$ cat src/rtl/code_rom_loader.sv
// Host-to-code-ROM frame loader: SYNC, 16-bit LEN, LEN payload bytes, XOR checksum.
// Payload is streamed into the ROM write port, then four 0xFF terminator bytes follow it.
module code_rom_loader #(
    parameter int unsigned ROM_BYTES = 516,
    parameter logic [7:0]  SYNC_BYTE = 8'hA5
) (
    input  logic        hclk,
    input  logic        reset_code_rom_n,
    input  logic        rx_valid,
    input  logic [7:0]  rx_data,
    output logic        rx_ready,
    output logic        program_rom_mode,
    output logic [11:0] code_rom_addr_in,
    output logic [7:0]  code_rom_data_in,
    output logic        load_done,
    output logic        load_error
);

    localparam int unsigned MAX_LEN = ROM_BYTES - 4;

    typedef enum logic [2:0] {
        S_IDLE,
        S_LEN_LO,
        S_LEN_HI,
        S_PAYLOAD,
        S_CHECK,
        S_TERM,
        S_DONE,
        S_ERROR
    } state_t;

    state_t      state_q;
    logic [7:0]  len_lo_q;
    logic [15:0] len_q;
    logic [15:0] cnt_q;
    logic [7:0]  xor_q;
    logic [1:0]  term_q;
    logic        rx_ready_q;
    logic        prog_q;
    logic [11:0] addr_q;
    logic [7:0]  data_q;
    logic        done_q;
    logic        err_q;

    logic        xfer_d;
    logic [15:0] len_d;
    logic        len_bad_d;
    logic [7:0]  xor_d;

    assign xfer_d    = rx_valid && rx_ready_q;
    assign len_d     = {rx_data, len_lo_q};
    assign len_bad_d = (32'(len_d) > MAX_LEN) || (len_d[1:0] != 2'b00);
    assign xor_d     = xor_q ^ rx_data;

    always_ff @(posedge hclk or negedge reset_code_rom_n) begin
        if (!reset_code_rom_n) begin
            state_q    <= S_IDLE;
            len_lo_q   <= 8'h00;
            len_q      <= 16'h0000;
            cnt_q      <= 16'h0000;
            xor_q      <= 8'h00;
            term_q     <= 2'd0;
            rx_ready_q <= 1'b0;
            prog_q     <= 1'b0;
            addr_q     <= 12'h000;
            data_q     <= 8'h00;
            done_q     <= 1'b0;
            err_q      <= 1'b0;
        end else begin
            // Ready everywhere except TERM; the TERM paths below override this.
            rx_ready_q <= 1'b1;
            case (state_q)
                S_IDLE, S_DONE, S_ERROR: begin
                    if (xfer_d && rx_data == SYNC_BYTE) begin
                        done_q  <= 1'b0;
                        err_q   <= 1'b0;
                        xor_q   <= 8'h00;
                        state_q <= S_LEN_LO;
                    end
                end
                S_LEN_LO: begin
                    if (xfer_d) begin
                        len_lo_q <= rx_data;
                        state_q  <= S_LEN_HI;
                    end
                end
                S_LEN_HI: begin
                    if (xfer_d) begin
                        len_q <= len_d;
                        cnt_q <= 16'h0000;
                        if (len_bad_d) begin
                            state_q <= S_ERROR;
                            err_q   <= 1'b1;
                            prog_q  <= 1'b0;
                        end else if (len_d == 16'h0000) begin
                            state_q <= S_CHECK;
                        end else begin
                            state_q <= S_PAYLOAD;
                        end
                    end
                end
                S_PAYLOAD: begin
                    if (xfer_d) begin
                        addr_q <= cnt_q[11:0];
                        data_q <= rx_data;
                        prog_q <= 1'b1;
                        xor_q  <= xor_d;
                        cnt_q  <= cnt_q + 16'd1;
                        if (cnt_q == len_q - 16'd1) begin
                            state_q <= S_CHECK;
                        end
                    end
                end
                S_CHECK: begin
                    if (xfer_d) begin
                        if (rx_data == xor_q) begin
                            state_q    <= S_TERM;
                            rx_ready_q <= 1'b0;
                            addr_q     <= len_q[11:0];
                            data_q     <= 8'hFF;
                            prog_q     <= 1'b1;
                            term_q     <= 2'd0;
                        end else begin
                            state_q <= S_ERROR;
                            err_q   <= 1'b1;
                            prog_q  <= 1'b0;
                        end
                    end
                end
                S_TERM: begin
                    if (term_q == 2'd3) begin
                        state_q <= S_DONE;
                        prog_q  <= 1'b0;
                        done_q  <= 1'b1;
                    end else begin
                        rx_ready_q <= 1'b0;
                        addr_q     <= addr_q + 12'd1;
                        term_q     <= term_q + 2'd1;
                    end
                end
            endcase
        end
    end

    assign rx_ready         = rx_ready_q;
    assign program_rom_mode = prog_q;
    assign code_rom_addr_in = addr_q;
    assign code_rom_data_in = data_q;
    assign load_done        = done_q;
    assign load_error       = err_q;

endmodule

$ cat config.mk
export PLATFORM = sky130hd
export DESIGN_NAME = code_rom_loader
export DESIGN_NICKNAME = d
export VERILOG_FILES = /design/src/rtl/code_rom_loader.sv
export SDC_FILE = /design/constraint.sdc
export NUM_CORES = 1
export LEC_CHECK = 0
export ABC_CLOCK_PERIOD_IN_PS = 3650
export CORE_UTILIZATION = 55
export CTS_BUF_LIST = sky130_fd_sc_hd__clkbuf_8
export DETAILED_ROUTE_END_ITERATION = 6
export PLACE_DENSITY_LB_ADDON = 0.15
export SYNTH_ARGS = -nofsm -noshare
export SYNTH_HDL_FRONTEND = slang
export SYNTH_SLANG_ARGS = --single-unit
$ cat constraint.sdc
create_clock -name hclk -period 3.65 [get_ports hclk]
set_input_delay 0.73 -clock hclk [delete_from_list [all_inputs] [get_ports hclk]]
set_output_delay 0.73 -clock hclk [all_outputs]
set_load 0.1 [all_outputs]
# Word level (Yosys, flattened, before mapping)

Index checks and enable logic that the tools add are counted.

Word-level logic and storage cells: 115
Register bits: 77
Output and inout bits: 24

Multiplexer cells: 49
$add $sub $neg: 4
Order comparisons: 1
Eq/ne operators: 22
Reduce and logical (&&, ||, !) cells: 26
Bitwise gates (word level): 1

Operator list:

| operator                                              | count |
|---|---|
| two-way mux 12 bit                                    | 4 |
| two-way mux 8 bit                                     | 5 |
| case mux 12 bit (3 select lines)                      | 1 |
| two-way mux 16 bit                                    | 2 |
| case mux 16 bit (2 select lines)                      | 1 |
| case mux 8 bit (2 select lines)                       | 2 |
| two-way mux 3 bit                                     | 9 |
| inequality test 2 bit (second input constant)         | 11 |
| case mux 3 bit (6 select lines)                       | 1 |
| adder 16 x 1 -> 16 bit (second input constant)        | 1 |
| equality test 16 bit                                  | 1 |
| > comparator 16 x 10 -> 1 bit (second input constant) | 1 |
| zero test 16 bit                                      | 1 |
| subtractor 16 x 1 -> 16 bit (second input constant)   | 1 |
| two-way mux 1 bit                                     | 15 |
| adder 12 x 1 -> 12 bit (second input constant)        | 1 |
| equality test 3 bit (second input constant)           | 4 |
| AND reduction 6 bit                                   | 2 |
| nonzero test 2 bit                                    | 6 |
| AND reduction 3 bit                                   | 3 |
| equality test 8 bit                                   | 1 |
| equality test 8 bit (second input constant)           | 1 |
| two-way mux 2 bit                                     | 4 |
| AND reduction 4 bit                                   | 2 |
| other kinds (18)                                      | 23 |

# Depth between registers and ports, before layout

Gate-level depths: netlist (run 1).

Word-level depth: 5
Gate-level depth with buffers: 8

# Worst setup path after synthesis (run 1)

OpenSTA, ideal clock, no wires.

Kind: reg-to-reg
Start: register rx_ready_q, in the netlist rx_ready
End: register len_q[9]
Path slack: 1.027 ns
Period minus slack after synthesis: 2.623 ns
Arrival: 2.498 ns
Stages on the path, launching flop included: 5
Path buffers: 1
Setup time: 0.125 ns
Cell sequence: dfrtp_1 nand2_1 nor3_1 clkbuf_1 mux2_2

Word-level cells in the longest chain between the ends: 2

Ends and longest elaborated chain:

| what                          | line | RTL |
|---|---|---|
| from (decl)                   | 38   | `logic rx_ready_q;` |
| from (signal assigned)        | 63   | `rx_ready_q <= 1'b0;` |
| from (signal assigned)        | 71   | `rx_ready_q <= 1'b1;` |
| from (signal assigned)        | 118  | `rx_ready_q <= 1'b0;` |
| logical AND 1 bit             | 50   | `assign xfer_d = rx_valid && rx_ready_q;` |
| AND reduction 2 bit (no line) | --   |  |
| to (signal assigned)          | 89   | `len_q <= len_d;` |
| to (decl)                     | 34   | `logic [15:0] len_q;` |

Every way passes these cells.
A chain may end at the register's enable or synchronous reset.

# Worst setup path after layout (run 1)

Start: input rx_data[4]
End: register state_q[1]

Word-level cells in the longest chain between the ends: 5

Ends and longest elaborated chain:

| what                                                              | line   | RTL |
|---|---|---|
| from (decl)                                                       | 10     | `input logic [7:0] rx_data,` |
| > comparator 16 x 10 -> 1 bit or zero test 16 bit (tied branches) | 52, 95 |  |
| logical OR 1 bit or two-way mux 3 bit (tied branches)             | 52, 95 |  |
| two-way mux 3 bit                                                 | 91     | `if (len_bad_d) begin` |
| two-way mux 3 bit                                                 | 88     | `if (xfer_d) begin` |
| case mux 3 bit (6 select lines)                                   | 72     | `case (state_q)` |
| to (signal assigned)                                              | 57     | `state_q <= S_IDLE;` |
| to (signal assigned)                                              | 92     | `state_q <= S_ERROR;` |
| to (signal assigned)                                              | 96     | `state_q <= S_CHECK;` |
| to (decl)                                                         | 32     | `state_t state_q;` |

Several ways; a longest one is shown, not always the timed one. The select of a mux whose other input is x is not followed.

==> results of run 1 <==
[power groups by stage]
stage	clock network [mW]	registers, mW	logic (mW)
global placement	0	1.59	2.46
detailed placement	0	1.61	2.51
CTS	0.589	1.59	2.53
floorplan	0	2.07	1.45
global route	0.626	1.66	2.75
finish	0.578	1.60	2.53
[how the worst min path moves through the flow]
stage	from	endpoint	cells after the start
after floorplan	reset_code_rom_n	cnt_q[0]	0
after global placement	code_rom_data_in[1]	code_rom_data_in[1]	1
after detailed placement	code_rom_data_in[6]	code_rom_data_in[6]	1
after CTS	code_rom_data_in[6]	code_rom_data_in[6]	1
after global routing	code_rom_data_in[3]	code_rom_data_in[3]	1
final	code_rom_data_in[3]	code_rom_data_in[3]	1
[area by class of cell]
| class | instances | area share (%) |
|---|---|---|
| Tap cell | 105 | 2.54 |
| Inverter | 10 | 0.726 |
| Sequential cell | 77 | 37.3 |
| Timing Repair Buffer | 44 | 7.98 |
| Clock buffer | 9 | 2.40 |
| Clock inverter | 7 | 0.823 |
| Multi-Input combinational cell | 387 | 48.3 |
[worst reg2reg max path, delay by kind of cell (launching register included)]
kind / cells / cell delay, ns
DFF: 1 / 0.41
and+or+nand+nor: 3 / 0.96
adders and majority gates: 1 / 0.31
AOI/OAI and AO/OA: 3 / 0.83
buffers and inverters: 1 / 0.14
[state kept, by name, indices dropped and copies added, names as in the netlist]
name / count
code_rom_data_in: 8
code_rom_addr_in: 12
term_q: 2
len_lo_q: 8
load_error: 1
program_rom_mode: 1
cnt_q: 16
rx_ready: 1
state_q: 3
load_done: 1
len_q: 16
xor_q: 8
[cell families (layout without fill, tap and decap cells)]
kind of cell               after synthesis  after routing  share of synthesized area (%)
AOI/OAI and AO/OA                      132            132                           19.1
buffers and inverters                   49             70                           4.26
muxes                                   25             25                           6.02
xor gates and xnor gates                40             40                           7.59
DFF                                     77             77                           41.8
and+or+nand+nor                        186            186                           20.2
adders and majority gates                4              4                           1.08
[cells in the final DEF, fill, tap and decap left out, types with 10 or more instances in the layout]
cell type	n
sky130_fd_sc_hd__a21oi_1	24
sky130_fd_sc_hd__buf_4	11
sky130_fd_sc_hd__clkdlybuf4s50_1	33
sky130_fd_sc_hd__dfrtp_1	77
sky130_fd_sc_hd__inv_1	10
sky130_fd_sc_hd__mux2_2	22
sky130_fd_sc_hd__nand2_1	43
sky130_fd_sc_hd__nand3_1	14
sky130_fd_sc_hd__nand4_1	12
sky130_fd_sc_hd__nor2_1	55
sky130_fd_sc_hd__nor3_1	15
sky130_fd_sc_hd__o21ai_0	52
sky130_fd_sc_hd__or4_1	12
sky130_fd_sc_hd__xnor2_1	23
sky130_fd_sc_hd__xor2_1	17
[per-stage QoR]
step / utilization [%] / setup WS (ns) / cell area [um^2]
after global routing: 63.3 / 0.662 / 5170
after floorplan: - / 1.03 / 4610
after detailed placement: 61.2 / 0.476 / 5000
after global placement: 61.2 / 0.598 / 5000
after CTS: 63.3 / 0.863 / 5170
final: 63.3 / 0.837 / 5170
[layer usage]
metal	part of all wire, %	global-route usage (%)
met5	0	0
met4	1.3	8.33
met3	4.3	4.47
met2	46	43.4
met1	48	39.3
==> results.cfg, run 1 <==
[global_route]
global_route_wire_length_before_repair_um = 18900
grt_start_max_net_pins = 78
overflow = 0
antenna_found_initial = 0
grt_pass1_vias = 3689
groute.usage.overall_pct = 27.7

[clocking]
cts.path.max_buffers = 2
post_cts_setup_buffer_count = 0
clkTransAtPathRegs_ns = 0.08
worstSkewPairLatency_ns = 0.36
cts_hold_repair.buffers = 0
cts_root_buf = sky130_fd_sc_hd__clkbuf_8
numCtsBuffers = 9
tritoncts = yes
cts.repair.resized = 0
cts_htree_levels = 3
numClockSinks = 77

[logic_synthesis]
synth_top_area_cells = sky130_fd_sc_hd__dfrtp_1 42%, sky130_fd_sc_hd__o21ai_0 5.6%, sky130_fd_sc_hd__mux2_2 5.4%
netlist_area_mm2 = 0.00461
netlist.top_cell.by_area = sky130_fd_sc_hd__dfrtp_1
synthDominantCellAreaShare_pct = 41.8
synth_sequential_area_ratio_pct = 41.8
synth-async-reset-ratio_pct = 100
post_syn_nets = 528
number_of_unique_standard_cell_types_used_by_synthesis = 66
synth-seq-cells = 77
per_instance_average_area_after_synthesis_um2 = 8.99
syn-instance-count = 513
synth_most_common_cell = sky130_fd_sc_hd__dfrtp_1
synth_top_cells_by_count = 77 x sky130_fd_sc_hd__dfrtp_1, 55 x sky130_fd_sc_hd__nor2_1, 52 x sky130_fd_sc_hd__o21ai_0
synth_warnings = 0
ys.flop_type = sky130_fd_sc_hd__dfrtp_1
synth-edff-count = 0

[place]
buffer_ports.inserted = 34
place_congestion = 0.854
placed_cells = 623
dpl.hpwl_um = 7680

[cells_and_area]
seqCellArea_mm2 = 0.00193
insertedDiodeCount = 0
drive_above_1_share_pct = 11.0
post_layout_nonfiller_instances = 639
multiInputGateArea_mm2 = 0.00250
num-nets-final = 544
filler_cell_count = 704
areaGrowthSynthToFinish_pct = 12.1

[critical_path]
rr_startpoint = len_q[0]
worst_setup_path_endpoint = state_q[1]
cp-startpoint = rx_data[4]
worst_setup_path_start_kind = input pin
endpoint_kind = flip-flop
critical_path.slowest_cell = sky130_fd_sc_hd__or4_1
critical_path.reg2reg.endpoint = state_q[0]
worstSetupPathDepth = 7
critPathTopFamily = compound AO/OA/AOI/OAI gates
path_buf_inv = 1
timing.critical_path.slowest_cell_delay_ns = 0.59
register_to_register_path_setup_slack_ns = 0.89
worst_r2r_path_depth = 8
timing.critical_path.cells = clkdlybuf4s50_1, or4_1, o32ai_2, o221ai_1, a21o_1, a21oi_1, o21ai_1
critPathMaxFanout = 8
cp_data_required_time_ns = 3.88
crit_arrival_ns = 3.04
timing_worst_setup_path_type = input pin to flip-flop

[drt]
vias = 3959
detailed_route_vias_per_instance = 6.20
totalWireLength_um = 11100
ant_nets = 0
average_routed_wire_per_standard_cell_um = 17.3
drt-initial-drc-count = 295
route.detailed.drc = 0
1st_pass_router_iterations = 5

[floorplanning]
die_height_um = 93.6
floorplan.io_pins = 35
placeableCoreArea_mm2 = 0.00818
die_width_um = 93.6
row_count = 33
design.die.area_mm2 = 0.00876
initial_cell_density_of_the_core_pct = 56.4

[min_path]
min-delay-path-class = flip-flop to flip-flop

[pwr]
power.density_mw_per_mm2 = 912
share_seq_of_total_power_pct = 34.0
post_route_total_power_mw = 4.72
clock_power_share_pct = 12.3
net-switching-power_mw = 2.43
static-leakage-power_nw = 2.03
ir_drop_v = 0.000716
share_comb_of_total_power_pct = 53.7
switching_share_pct = 51.5
power_report.internal_total_mw = 2.29

[timing]
finalSetupViolCount = 0
rsz_0062_raised_after_global_routing = false
maximum_clock_frequency_mhz = 355
report.final.hold_viol_count = 0
fin_worst_skew_ns = 0.00585
worstMarginPinSlew_ns = 0.980
fin_crit_sh_pct = 77.1
maxSlewViolCount = 0
timing.slew.headroom_pct = 34.5
total_negative_setup_slack_ns = 0
worst_hold_slack_ns = 0.495
fin_crit_ns = 2.81

[job]
timing.max_cap.violations = 0

[run_status]
outcome = completed
Note: power is estimated with default switching activity, not from simulation.
==> run 2, diff against run 1 <==
--- a/config.mk
+++ b/config.mk
@@ -5,7 +5,7 @@
 export SDC_FILE = /design/constraint.sdc
 export NUM_CORES = 1
 export LEC_CHECK = 0
-export ABC_CLOCK_PERIOD_IN_PS = 3650
+export ABC_CLOCK_PERIOD_IN_PS = 2370
 export CORE_UTILIZATION = 55
 export CTS_BUF_LIST = sky130_fd_sc_hd__clkbuf_8
 export DETAILED_ROUTE_END_ITERATION = 6
==> constraint.sdc (replaced) <==
create_clock -name hclk -period 2.37 [get_ports hclk]
set_input_delay 0.474 -clock hclk [delete_from_list [all_inputs] [get_ports hclk]]
set_output_delay 0.474 -clock hclk [all_outputs]
set_load 0.1 [all_outputs]
==> run 2 against run 1 <==
  * The flow now finishes with violations (negative setup slack)
  * Global-route usage increased by 1.5 points
  * Routed wire length up 5.8%
  * Die area stayed put
  * Design area rose by 9.3%
  * Clock power increased by 89%
  * Critical path type is now flip-flop to flip-flop
  * Largest cell class unchanged
==> results.cfg, run 2 (synthesized netlist as in run 1, its figures left out) <==
[run_status]
outcome = finished with violations
failed_checks = negative setup slack

[critical_path]
cp_data_required_time_ns = 2.59
critical_path.slowest_cell = sky130_fd_sc_hd__or4_4
path_buf_inv = 0
worst_setup_path_start_kind = flip-flop
crit_arrival_ns = 2.71
timing_worst_setup_path_type = flip-flop to flip-flop
critical_path.reg2reg.endpoint = state_q[0]
rr_startpoint = len_q[4]
register_to_register_path_setup_slack_ns = -0.12
timing.critical_path.cells = or4_4, or4_4, o211ai_2, o2111ai_2, a2111oi_4, a31oi_1
cp-startpoint = len_q[4]
critical-path-top-cell-by-count = sky130_fd_sc_hd__or4_4
timing.critical_path.slowest_cell_delay_ns = 0.56
worst_r2r_path_depth = 6
critPathTopFamily = simple AND/OR/NAND/NOR gates
endpoint_kind = flip-flop
critPathMaxFanout = 3

[drt]
met2WireLength_um = 5450
maxUsedRoutingLayer = met4
met3_length_um = 498
average_routed_wire_per_standard_cell_um = 16.8
drt_met1_wl_um = 5520
drt-initial-drc-count = 322
route.detailed.drc = 0
totalWireLength_um = 11700
vias = 4162
1st_pass_router_iterations = 5
ant_nets = 0
detailed_route_vias_per_instance = 5.99

[global_route]
global_route_wire_length_before_repair_um = 19900
grt_pass1_vias = 3946
grt_start_max_net_pins = 49
overflow = 0
antenna_found_initial = 0
groute.usage.overall_pct = 29.2

[clocking]
tritoncts = yes
cts_htree_levels = 3
clkTransAtPathRegs_ns = 0.09
cts.path.max_buffers = 2
cts_root_buf = sky130_fd_sc_hd__clkbuf_8
numCtsBuffers = 9
worstSkewPairLatency_ns = 0.35
numClockSinks = 77

[cells_and_area]
layout_common_cells = 90 x sky130_fd_sc_hd__buf_4, 76 x sky130_fd_sc_hd__dfrtp_1, 54 x sky130_fd_sc_hd__nor2_1
fin_util_pct = 69.1
mostFrequentLayoutCell = sky130_fd_sc_hd__buf_4
areaGrowthSynthToFinish_pct = 22.5
drive_above_1_share_pct = 24.9
insertedDiodeCount = 0
num-nets-final = 601
filler_cell_count = 647

[timing]
maximum_clock_frequency_mhz = 401
report.final.hold_viol_count = 0
rsz_0062_raised_after_global_routing = true
finalSetupViolCount = 3
fin_worst_skew_ns = 0.00868
fin_crit_ns = 2.49
post_route_setup_slack_ns = -0.122
fin_crit_sh_pct = 105
total_negative_setup_slack_ns = -0.263
maxSlewViolCount = 0
timing.slew.headroom_pct = 54.1
worstMarginPinSlew_ns = 0.683
worst_hold_slack_ns = 0.134

[floorplanning]
die_width_um = 93.6
initial_cell_density_of_the_core_pct = 56.4
floorplan.io_pins = 35
row_count = 33
die_height_um = 93.6
design.die.area_mm2 = 0.00876
placeableCoreArea_mm2 = 0.00818

[place]
buffer_ports.inserted = 34
place_congestion = 0.920
dpl.hpwl_um = 8450

[job]
timing.max_cap.violations = 0

[min_path]
min-delay-path-class = input pin to async pin

[pwr]
ir_drop_v = 0.00112
post_route_total_power_mw = 8.00
static-leakage-power_nw = 2.36
power.density_mw_per_mm2 = 1420
[run 2: final cells by class]
class,instances,area [um^2],area share (%)
flip-flops and latches,77,1930,34.1
clock inverters,6,88.8,1.57
repair buffers,101,806,14.3
clock buffers,9,124,2.19
well taps,105,131,2.32
multi-input cells,387,2540,44.9
inverters,10,37.5,0.664
[run 2: layer usage]
layer  track usage (%)  up-vias
met5                 0        -
met4              10.4        0
met3              5.04       21
met2              44.4      117
met1              41.6     2035
li1                  -     1989
[run 2: worst reg2reg max path: cells and delay by family (launching register included)]
family | cells | cell delay (ns)
compound gates | 4 | 0.87
simple gates | 2 | 1.10
flops | 1 | 0.40
[run 2: what timing repair did]
item	in CTS	in global routing
buffers inserted	4	1
gates resized for setup	3	4
endpoints found under the hold margin	0	0
endpoints found under the setup margin	3	6
hold buffers	0	0
pin swaps	3	7
[run 2: worst max-delay path by stage]
| stage | endpoint | slack [ns] | cells after the start |
|---|---|---|---|
| after detailed placement | state_q[1] | -0.39 | 7 |
| after CTS | state_q[0] | -0.14 | 6 |
| after global placement | state_q[1] | -0.32 | 7 |
| after floorplan | state_q[0] | 0.008 | 7 |
| after global routing | state_q[0] | -0.23 | 6 |
| final | state_q[0] | -0.12 | 6 |
[run 2: report_power, final]
group / internal (mW) / switching, mW / total [mW]
clock: 0.587 / 0.505 / 1.09
sequential: 1.81 / 0.515 / 2.32
combinational: 1.73 / 2.85 / 4.58
[run 2: per-stage QoR]
stage          instance area (um^2)  cells  setup WS [ns]
2_1_floorplan                  4620    513        0.00833
3_3_place_gp                   5360    675         -0.322
3_5_place_dp                   5360    675         -0.391
4_1_cts                        5620    694         -0.140
5_1_grt                        5650    695         -0.230
6_report                       5650    695         -0.122
==> RTL change 1 (config.mk and constraints of run 2) <==
The 8 states of `state_t` get a one-hot encoding in 8 bits.
--- a/src/rtl/code_rom_loader.sv
+++ b/src/rtl/code_rom_loader.sv
@@ -18,15 +18,15 @@
 
     localparam int unsigned MAX_LEN = ROM_BYTES - 4;
 
-    typedef enum logic [2:0] {
-        S_IDLE,
-        S_LEN_LO,
-        S_LEN_HI,
-        S_PAYLOAD,
-        S_CHECK,
-        S_TERM,
-        S_DONE,
-        S_ERROR
+    typedef enum logic [7:0] {
+        S_IDLE    = 8'b00000001,
+        S_LEN_LO  = 8'b00000010,
+        S_LEN_HI  = 8'b00000100,
+        S_PAYLOAD = 8'b00001000,
+        S_CHECK   = 8'b00010000,
+        S_TERM    = 8'b00100000,
+        S_DONE    = 8'b01000000,
+        S_ERROR   = 8'b10000000
     } state_t;
 
     state_t      state_q;
Formal check against the unedited RTL: no difference found for any inputs over 10 cycles, from zero or initial values and one cycle with reset_code_rom_n low; not proved beyond that.
==> RTL change 1 against run 2 <==
The flow still finishes with violations (negative setup slack); design area rose by 11%; wire length rose by 20%; sequential cell count rose by 5; setup slack got worse by 0.27 ns; global-route usage rose by 3.0 points; synthesized area rose by 4.9%; final cell count rose by 11%; critical path type unchanged.
Power is left out: it rests on default switching activity, and per cell area and clock period it moved more than threefold.
==> RTL change 1: results (changes against run 2) <==
| Metric | Value |
|---|---|
| Failing checks | `negative setup slack (unchanged)` |
| Mux cell area share after synthesis | `5.093% (was 6.020%)` |
| DP Cell Count | `744 (was 675)` |
| Final Setup Violations | `7 (was 3)` |
| Share of cells above drive strength 1 | `31.83% (was 24.92%)` |
| Adder-cell area share of the yosys netlist | `1.034% (was 1.085%)` |
| Cell count after synthesis | `542 (was 513)` |
| Slew @ Worst Pin | `0.5895 ns (was 0.6826 ns)` |
| Commonest cells post-synth | `dfrtp_1 (81), nor2_1 (73), o21ai_0 (49), nand2_1 (40), clkbuf_1 (30) (was dfrtp_1 (77), nor2_1 (55), o21ai_0 (52), nand2_1 (43), clkbuf_1 (31))` |
| First DRT Iteration DRCs | `413 (was 322)` |
| Crit path launch | `len_q[1] (was len_q[4])` |
| Gp weighted congestion | `0.9709 (was 0.9202)` |
| Synth Net Count | `557 (was 528)` |
| Worst R2R Path Depth | `9 (was 6)` |
| Drt total wl | `14000 um (was 11700 um)` |
| Sequential fraction of the synthesis area | `42.43% (was 41.76%)` |
| Final net count | `676 (was 601)` |
| Antenna cell count | `0 (unchanged)` |
| Hold Crit Class | `primary input to asynchronous set/reset pin (unchanged)` |
| Critical Path AT | `3.02 ns (was 2.71 ns)` |
| Status | `complete, but fails checks (unchanged)` |
| Total track usage | `32.13% (was 29.18%)` |
| Largest cells by area after synthesis | `dfrtp_1 (42%), nor2_1 (5.7%), o21ai_0 (5.1%) (was dfrtp_1 (42%), o21ai_0 (5.6%), mux2_2 (5.4%))` |
| Non-filler cells, final | `771 (was 695)` |
| Fillers | `620 (was 647)` |
| Worst-Skew Late Latency | `0.36 ns` |
| Hpwl dp | `10390 um (was 8455 um)` |
| Pin count of the biggest net entering global routing | `39 (was 49)` |
| Skew final | `0.01143 ns (was 0.008681 ns)` |
| Vias in the first global route | `4456 (was 3946)` |
| Via density | `6.115 (was 5.988)` |
| Fin worst setup slack | `-0.3941 ns (was -0.1222 ns)` |
| First-pass GRT wire length | `22050 um (was 19910 um)` |
| Compound-gate portion of the synthesized area | `16.93% (was 19.09%)` |
| DR pass1 iterations | `5 (unchanged)` |
| Worst slack at placement | `-0.4397 ns (was -0.3907 ns)` |
| CP Capture Point | `load_error (was state_q[0])` |
| Distinct cells, synth | `61 (was 66)` |
| Synth Area in XOR/XNOR | `7.601% (was 7.592%)` |
[RTL change 1: what timing repair did]
item                                    in CTS  in global routing
endpoints found under the hold margin        0                  0
setup buffers                                2                  9
cloned                                       0                  0
hold buffers                                 0                  0
pin swaps                                    3                 11
endpoints found under the setup margin       8                 21
resized for setup                            9                 28
[RTL change 1: layer usage]
layer | share of wire [%] | track usage [%] | vias up | wire (um)
met2 | 47 | 51.31 | 199 | 6610
met5 | 0 | 0 | - | 0
met3 | 5.4 | 4.344 | 34 | 761
met4 | 2.8 | 13.56 | 0 | 385
li1 | - | - | 2202 | -
met1 | 45 | 43.90 | 2280 | 6239
[RTL change 1: area by class of cell]
type	count	area, sq um	share of cell area [%]
multi-input cells	412	2761	44.03
flip-flops and latches	82	2054	32.76
repair buffers	143	1104	17.60
clock buffers	10	137.6	2.195
well taps	105	131.4	2.095
inverters	13	48.80	0.7781
clock inverters	6	33.78	0.5387
[RTL change 1: cell families after synthesis]
kind of cell / Yosys count
AND/OR/NAND/NOR: 215
buffers and inverters: 48
flip-flops: 82
AO/OA/AOI/OAI: 129
multiplexers: 22
XOR/XNOR: 42
adder cells (fa/ha/maj): 4
[RTL change 1: stage by stage]
stage	TNS, ns	util [%]	hold slack, ns	instance area (sq um)
final	-1.940	74.82	0.06968	6271
after global placement	-4.860	69.97	0.4620	5864
after detailed placement	-6.750	69.97	0.4729	5864
after global routing	-2.410	74.82	0.1034	6271
after floorplan	-1.227	-	0.1784	4877
after CTS	-1.460	72.56	0.1034	6082
[RTL change 1: worst max-delay path: stages, from the launching register on]
cell      delay, ns
dfrtp_1        0.41
inv_2          0.09
ha_4           0.13
or3b_4         0.37
a211o_1        0.27
o211ai_1       0.26
o311ai_1       0.18
or4_4          0.57
o21a_1         0.20
o21a_1         0.18
==> RTL change 2 (config.mk and constraints of run 2) <==
Made on the original files. Change the parameter `ROM_BYTES` from 516 to 387.
--- a/src/rtl/code_rom_loader.sv
+++ b/src/rtl/code_rom_loader.sv
@@ -1,7 +1,7 @@
 // Host-to-code-ROM frame loader: SYNC, 16-bit LEN, LEN payload bytes, XOR checksum.
 // Payload is streamed into the ROM write port, then four 0xFF terminator bytes follow it.
 module code_rom_loader #(
-    parameter int unsigned ROM_BYTES = 516,
+    parameter int unsigned ROM_BYTES = 387,
     parameter logic [7:0]  SYNC_BYTE = 8'hA5
 ) (
     input  logic        hclk,
Check against the original RTL: not equivalent (Yosys sat finds a counterexample within 10 cycles, from zero or initial values and one cycle with reset_code_rom_n low).
==> RTL change 2 against run 2 <==
The flow still finishes with violations (negative setup slack); setup slack got worse by 0.044 ns; synthesized area decreased by 5.6%; sequential cell count unchanged; hold slack got worse by 0.022 ns; non-clock buffer count decreased by 6; final cell count decreased by 2.6%; design area decreased by 4.1%; power decreased by 3.2%; via count decreased by 4.7%; count of clock-buffer cells in the layout increased by 1; wire length decreased by 6.1%; critical path type unchanged; largest power group unchanged; highest routed layer unchanged.
==> RTL change 2: results (changes against run 2) <==
| Metric | Value |
|---|---|
| Status | `complete, but fails checks (unchanged)` |
| Failing checks | `negative setup slack (unchanged)` |
| Logic inverters | `9 (was 10)` |
| Distinct cells, synth | `44 (was 66)` |
| Seq cells | `77 (unchanged)` |
| Clk cell area share | `3.807% (was 3.764%)` |
| Hpwl dp | `7923 um (was 8455 um)` |
| DR pass1 iterations | `6 (was 5)` |
| Non-filler cells, final | `677 (was 695)` |
| Multi-input combinational area share | `43.45% (was 44.87%)` |
| Cell count after synthesis | `492 (was 513)` |
| Gp weighted congestion | `0.9294 (was 0.9202)` |
| Worst R2R Path Depth | `9 (was 6)` |
| Leakage | `2.334 nW (was 2.362 nW)` |
| Fillers | `610 (was 647)` |
| Buffer share of cell area | `14.17% (was 14.26%)` |
| Skew final | `0.01060 ns (was 0.008681 ns)` |
| Clk_buf instances | `10 (was 9)` |
| Synth Net Count | `507 (was 528)` |
| Final Setup Violations | `3 (unchanged)` |
| Met3 Routed Length | `497 um (was 498 um)` |
| Share of cells above drive strength 1 | `25.39% (was 24.92%)` |
| Commonest cells post-synth | `dfrtp_1 (77), nor2_1 (60), o21ai_0 (57), nand2_1 (47), a21oi_1 (38) (was dfrtp_1 (77), nor2_1 (55), o21ai_0 (52), nand2_1 (43), clkbuf_1 (31))` |
| Rel. slew slack | `57.36% (was 54.15%)` |
| Reg-to-Reg End | `state_q[1] (was state_q[0])` |
| Sequential fraction of the synthesis area | `44.24% (was 41.76%)` |
| WL met2 | `5359 um (was 5451 um)` |
| Final net count | `585 (was 601)` |
| Non-clk bufs | `95 (was 101)` |
| Largest cells by area after synthesis | `dfrtp_1 (44%), o21ai_0 (6.5%), mux2_2 (5.9%) (was dfrtp_1 (42%), o21ai_0 (5.6%), mux2_2 (5.4%))` |
| Via density | `5.860 (was 5.988)` |
| Total track usage | `28.11% (was 29.18%)` |
| Fin worst setup slack | `-0.1665 ns (was -0.1222 ns)` |
| Crit path launch | `len_q[0] (was len_q[4])` |
| DP Cell Count | `659 (was 675)` |
| Metal-1 WL | `4988 um (was 5516 um)` |
| Seq/total area | `35.60% (was 34.12%)` |
| Critical Path AT | `2.79 ns (was 2.71 ns)` |
| Routed len/inst | `16.23 um (was 16.83 um)` |
| Vias in the first global route | `3690 (was 3946)` |
## RTL change 2: changes by cell type after synthesis, moves of 7 or more
cell and delta:
a21oi_1 +14, clkbuf_1 -7, nand4_1 -7, o21a_1 -9, or4_1 -8
## RTL change 2: metrics by stage
step / cell area, sq um / hold WS [ns] / worst slack (ns) / setup TNS (ns) / power (mW)
floorplan: 4373 / 0.1784 / -0.03221 / -0.03221 / 5.229
global placement: 5132 / 0.4690 / -0.3813 / -5.152 / 6.407
detailed placement: 5132 / 0.4836 / -0.4695 / -6.585 / 6.529
CTS: 5360 / 0.1309 / -0.1379 / -0.2998 / 7.617
global route: 5423 / 0.1430 / -0.2603 / -0.6332 / 8.213
finish: 5423 / 0.1116 / -0.1665 / -0.3276 / 7.742
## RTL change 2: logic make-up after synthesis
logic type                 share of synthesized area, %
xor gates and xnor gates                          7.440
buffers and inverters                             3.361
and+or+nand+nor                                   20.63
DFF                                               44.24
AOI/OAI and AO/OA                                 15.86
muxes                                             7.326
adders and majority gates                         1.149
## RTL change 2: repair_timing
action / 4_1_cts / 5_1_grt
resized for setup: 4 / 15
setup endpoints to repair: 3 / 16
setup buffers: 1 / 1
pin swaps: 6 / 8
## RTL change 2: worst max-delay path, cell delays in order (launching register included)
cell and delay (ns):
dfrtp_1 0.41, inv_2 0.09, ha_4 0.13, or3b_1 0.35
buf_4 0.16, nor3_1 0.25, xnor2_1 0.14, nor4_2 0.32
a31oi_2 0.19, o32a_1 0.36
## RTL change 2: power by group
part	leakage (nW)	internal (mW)	switching, mW	total (mW)
clock network	0.103	0.522	0.517	1.04
logic	1.26	1.61	2.83	4.44
registers	0.967	1.81	0.444	2.26
total	2.33	3.95	3.80	7.74
